--- src/rtl/rr_sched_pkg.sv ---
// Shared constants and state type for the eight-way round-robin scheduler.
// Latency: n/a (declarations only).
// Backpressure: n/a.
package rr_sched_pkg;

  localparam int N_REQ = 8;
  localparam int SEL_W = 3;

  typedef enum logic {
    IDLE = 1'b0,
    BUSY = 1'b1
  } state_e;

endpackage : rr_sched_pkg

--- src/rtl/mux81.sv ---
// Generic 8:1 single-bit multiplexer used as the scheduler data path.
// Latency: combinational.
// Backpressure: none; pure select.
// Ports: d_i[7:0] data inputs, sel_i[2:0] select, y_o selected bit.
module mux81 (
  input  logic [7:0] d_i,
  input  logic [2:0] sel_i,
  output logic       y_o
);

  assign y_o = d_i[sel_i];

endmodule : mux81

--- src/rtl/rr_pick8.sv ---
// Rotate-priority picker: first set bit of req_i scanning ptr_i, ptr_i+1, ... mod 8.
// Latency: combinational.
// Backpressure: none; pure function of its inputs.
// Ports: req_i[7:0] requests, ptr_i[2:0] scan start, found_o any request, idx_o winner index.
module rr_pick8
  import rr_sched_pkg::*;
(
  input  logic [N_REQ-1:0] req_i,
  input  logic [SEL_W-1:0] ptr_i,
  output logic             found_o,
  output logic [SEL_W-1:0] idx_o
);

  logic [SEL_W-1:0] cand;

  // Walk the offsets from farthest to nearest so the nearest hit to ptr_i
  // is the last assignment and therefore wins.
  always_comb begin
    idx_o = '0;
    cand  = '0;
    for (int k = N_REQ - 1; k >= 0; k--) begin
      cand = ptr_i + SEL_W'(k);
      if (req_i[cand]) begin
        idx_o = cand;
      end
    end
  end

  assign found_o = |req_i;

endmodule : rr_pick8

--- src/rtl/rr_sched8.sv ---
// Round-robin scheduler sharing one serial bit between eight requesters, bounded bursts.
// Latency: grant registers one edge after req seen in IDLE; one IDLE bubble after every grant.
// Backpressure: out_ready low holds the grant and beat count indefinitely; a req drop releases.
// Ports: clk, rst (sync, active-high); req[7:0], d[7:0] from sources; gnt[7:0] one-hot,
//        sel[2:0] mux select; y = d[sel]; out_valid/out_ready handshake to the sink.
module rr_sched8
  import rr_sched_pkg::*;
#(
  parameter int BURST = 4
) (
  input  logic             clk,
  input  logic             rst,
  input  logic [N_REQ-1:0] req,
  input  logic [N_REQ-1:0] d,
  output logic [N_REQ-1:0] gnt,
  output logic [SEL_W-1:0] sel,
  output logic             y,
  output logic             out_valid,
  input  logic             out_ready
);

  localparam int                CNT_W    = $clog2(BURST + 1);
  localparam logic [CNT_W-1:0]  CNT_LAST = CNT_W'(BURST - 1);

  state_e           state_q, state_d;
  logic [SEL_W-1:0] ptr_q, ptr_d;
  logic [SEL_W-1:0] sel_q, sel_d;
  logic [N_REQ-1:0] gnt_q, gnt_d;
  logic [CNT_W-1:0] cnt_q, cnt_d;

  logic             pick_found;
  logic [SEL_W-1:0] pick_idx;
  logic             beat;

  rr_pick8 u_pick (
    .req_i   (req),
    .ptr_i   (ptr_q),
    .found_o (pick_found),
    .idx_o   (pick_idx)
  );

  mux81 u_mux (
    .d_i   (d),
    .sel_i (sel_q),
    .y_o   (y)
  );

  // State register
  always_ff @(posedge clk) begin
    if (rst) begin
      state_q <= IDLE;
      ptr_q   <= '0;
      sel_q   <= '0;
      gnt_q   <= '0;
      cnt_q   <= '0;
    end else begin
      state_q <= state_d;
      ptr_q   <= ptr_d;
      sel_q   <= sel_d;
      gnt_q   <= gnt_d;
      cnt_q   <= cnt_d;
    end
  end

  // Next-state logic
  always_comb begin
    state_d = state_q;
    ptr_d   = ptr_q;
    sel_d   = sel_q;
    gnt_d   = gnt_q;
    cnt_d   = cnt_q;
    unique case (state_q)
      IDLE: begin
        if (pick_found) begin
          state_d         = BUSY;
          sel_d           = pick_idx;
          gnt_d           = '0;
          gnt_d[pick_idx] = 1'b1;
          cnt_d           = '0;
        end
      end
      BUSY: begin
        // Release on a dropped request or on the last beat of the burst.
        // sel is left as-is so y keeps tracking the last granted source.
        if (!req[sel_q] || (beat && cnt_q == CNT_LAST)) begin
          state_d = IDLE;
          gnt_d   = '0;
          cnt_d   = '0;
          ptr_d   = sel_q + SEL_W'(1);
        end else if (beat) begin
          cnt_d = cnt_q + CNT_W'(1);
        end
      end
      default: begin
        state_d = IDLE;
      end
    endcase
  end

  // Output logic
  always_comb begin
    out_valid = (state_q == BUSY) && req[sel_q];
    beat      = out_valid && out_ready;
  end

  assign gnt = gnt_q;
  assign sel = sel_q;

endmodule : rr_sched8

--- config.mk ---
export PLATFORM = sky130hd
export DESIGN_NAME = rr_sched8
export DESIGN_NICKNAME = d
export VERILOG_FILES = /design/src/rtl/rr_sched_pkg.sv /design/src/rtl/mux81.sv /design/src/rtl/rr_pick8.sv /design/src/rtl/rr_sched8.sv
export SDC_FILE = /design/constraint.sdc
export NUM_CORES = 1
export LEC_CHECK = 0
export ABC_CLOCK_PERIOD_IN_PS = 4400
export CORE_ASPECT_RATIO = 2
export CORE_MARGIN = 5
export CORE_UTILIZATION = 54
export DETAILED_ROUTE_END_ITERATION = 10
export GPL_TIMING_DRIVEN = 0
export PLACE_DENSITY = 0.9
export SLEW_MARGIN = 20
export SYNTH_ARGS = -nofsm -noshare
export SYNTH_HDL_FRONTEND = slang
export SYNTH_SLANG_ARGS = --single-unit
--- constraint.sdc ---
create_clock -name clk -period 4.4 [get_ports clk]
set_input_delay 0.88 -clock clk [delete_from_list [all_inputs] [get_ports clk]]
set_output_delay 0.88 -clock clk [all_outputs]
set_load 0.05 [all_outputs]
==> metrics <==
die height=just over 90 um; post-place setup slack=0.551 ns; Yosys top cell area share=19.3%; asr flop ratio synth=0%; CP Cell Sequence=clkdlybuf4s50_1, mux4_2, mux2i_1, nor2b_1, clkdlybuf4s50_1; Critical Path Start Type=primary input; Final setup viols=0; area delta synth->final=19.9%; root buf cell=clkbuf_8; DP Area=roughly 0.0022 mm2; Yosys top cell by area=dfxtp_1; period utilization=88.2%; Post-Syn Area=~0.0019 mm2; postcts setup bufs=0; RePlAce Congestion=between 0.9 and 1; initial antenna violation count=0; fraction of layout cells with a size suffix above 1=14.5%; status=completed; Initial Util=55.4%; die width=51.6 um; maximum level of the CTS H-tree=1; hold_buf cts=0; CTS sink count=18; worst path bufs/invs=2; Leakage=0.000812 uW; slowest CP cell=clkdlybuf4s50_1; FF+latch count, synth=18; Max VDD drop=between 0.0003 and 0.0004 V; DIE AREA=0.00482 mm2; Crit path top cell by count=clkdlybuf4s50_1; io pins=32; final setup margin=0.521 ns; first-pass GRT wire length=8740 um; min Tclk post-route=about 3.9 ns; final instance area=0.00224 mm2; PD cells=566 mW/mm2; commonest non-fill, non-tap cell in the layout=clkdlybuf4s50_1; FF-to-FF setup slack=approximately 0.80 ns; RSZ-0062 raised after global routing=no; Worst Hold Class=reg2reg; TritonCTS clock tree=done; Worst EP arrival=3.00 ns; top post-synthesis cells by area=dfxtp_1, mux4_2, mux2i_1; Critical Path RT=3.52 ns; Via Count=1867; EDFF count, synth=0; fin. max-slew vios=0; Synth Flop Type=dfxtp_1; most frequent cells in the layout=clkdlybuf4s50_1, nand2_1, nor2_1, dfxtp_1, mux2i_1; fin nets=267; Post-DP HPWL=~4300 um; Rel. slew slack=roughly 59%; Top delay family on crit path=buffers and inverters; vias in the first global route=1895; Worst Clk Skew=around 0.001 ns; Residual DRC=0; gr usage total=23.5%; worst-path maximum fanout=8; Ys Warns=0; count of different cell masters after synthesis=52; fmax=0.258 GHz; Layout fillers=271; sequential cell area fraction in the yosys report=between 10% and 20%; Worst Setup End Kind=output port; initial DRC count=60; wire per inst=roughly 19 um; Max-Cap Viols=0; DR pass1 iterations=4; Post-Place Cells=270; # diodes=0; Worst-path clk slew=0.06 ns; hold violation count in the final report=0; Core Footprint=between 0.003 and 0.004 mm2; pin count of the biggest net entering global routing=11; total wire length=5280 um; WS Path Type=in2out; worst slew pin tran=roughly 0.61 ns; row cnt=30; post_cts resized=0; Clk Latency, worst-skew pair=0.25 ns; Syn Area/Cell=8.96 um2; Final Non-Filler Cells=273; TritonCTS Buffers=3; Antenna Violating Nets Remaining=0; cells after synthesis=around 210; Syn Nets=233; port buffer count=29; setup TNS=0 ns; Vias/cell=6.84; CTS max path bufs=2; Crit path largest cell delay=~0.72 ns; grt ovf=0
-- tightest hold or removal path: stages (launching register included) --
cell	delay, ns
dfxtp_1	0.31
nand2_1	0.05
a21oi_1	0.05
-- worst paths after layout --
check / start / endpoint / cells after the start
worst min register to register: cnt_q[2] / cnt_q[2] / 2
worst max register to register: ptr_q[1] / gnt[5] / 12
worst max-delay path: req[7] / out_valid / 5
worst min-delay path: cnt_q[2] / cnt_q[2] / 2
-- sequential cells by signal (all words and copies together) (netlist names) --
| signal | cells |
|---|---|
| state_q | 1 |
| sel | 3 |
| ptr_q | 3 |
| cnt_q | 3 |
| gnt | 8 |
-- stage by stage --
stage | utilization, % | power, uW | hold WS [ns]
floorplan | - | 926 | 0.432
finish | 66.4 | 1270 | 0.453
detailed placement | 65.2 | 1150 | 0.445
global route | 66.4 | 1360 | 0.483
CTS | 66.4 | 1260 | 0.453
global placement | 65.2 | 1140 | 0.441
-- Yosys cell counts (all sizes together), types with 2 or more instances --
cell type	number
a211oi	6
a21o	2
a21oi	7
a32o	4
and2	4
and3	2
buf	7
clkbuf	5
dfxtp	18
ha	5
inv	7
mux2	5
mux2i	17
mux4	12
nand2	27
nand2b	5
nand3	7
nor2	18
nor2b	2
nor3	3
nor4	3
o211a	2
o21ai	5
o221a	3
o221ai	4
o22ai	2
o41ai	4
or2	2
or3	3
xnor2	2
xor2	3
-- kinds of logic (layout without fill, tap and decap cells) --
kind of cell,Yosys count,in the layout,share of synthesized area (%)
AO/OA/AOI/OAI,49,49,21.5
XOR/XNOR,5,5,3.34
adder cells (fa/ha/maj),5,5,3.34
buffers and inverters,19,51,5.08
flip-flops,18,18,19.3
multiplexers,34,34,26.9
AND/OR/NAND/NOR,79,79,20.6
-- power breakdown --
group,switching (uW),leakage [uW],internal (uW),total [uW]
clock network,49.8,0.0000216,60.7,111
logic,548,0.000643,377,925
registers,35.8,0.000147,199,235
-- layer usage --
metal | vias up | wire, um | share of wire, % | GRT usage [%]
li1 | 874 | - | - | -
met1 | 904 | 1710 | 32 | 22.2
met2 | 64 | 3070 | 58 | 44.8
met3 | 25 | 156 | 3.0 | 1.75
met4 | 0 | 352 | 6.7 | 16.0
met5 | - | 0 | 0 | 0
-- area by class of cell --
cell class,count,area (um2),area share [%]
Sequential cell,18,360,16.1
Inverter,7,26.3,1.17
Timing Repair Buffer,29,290,12.9
Multi-Input combinational cell,172,1420,63.1
Clock buffer,3,41.3,1.84
Tap cell,32,40.0,1.78
Buffer,12,68.8,3.07
No activity file was read; power rests on OpenSTA's default activity.
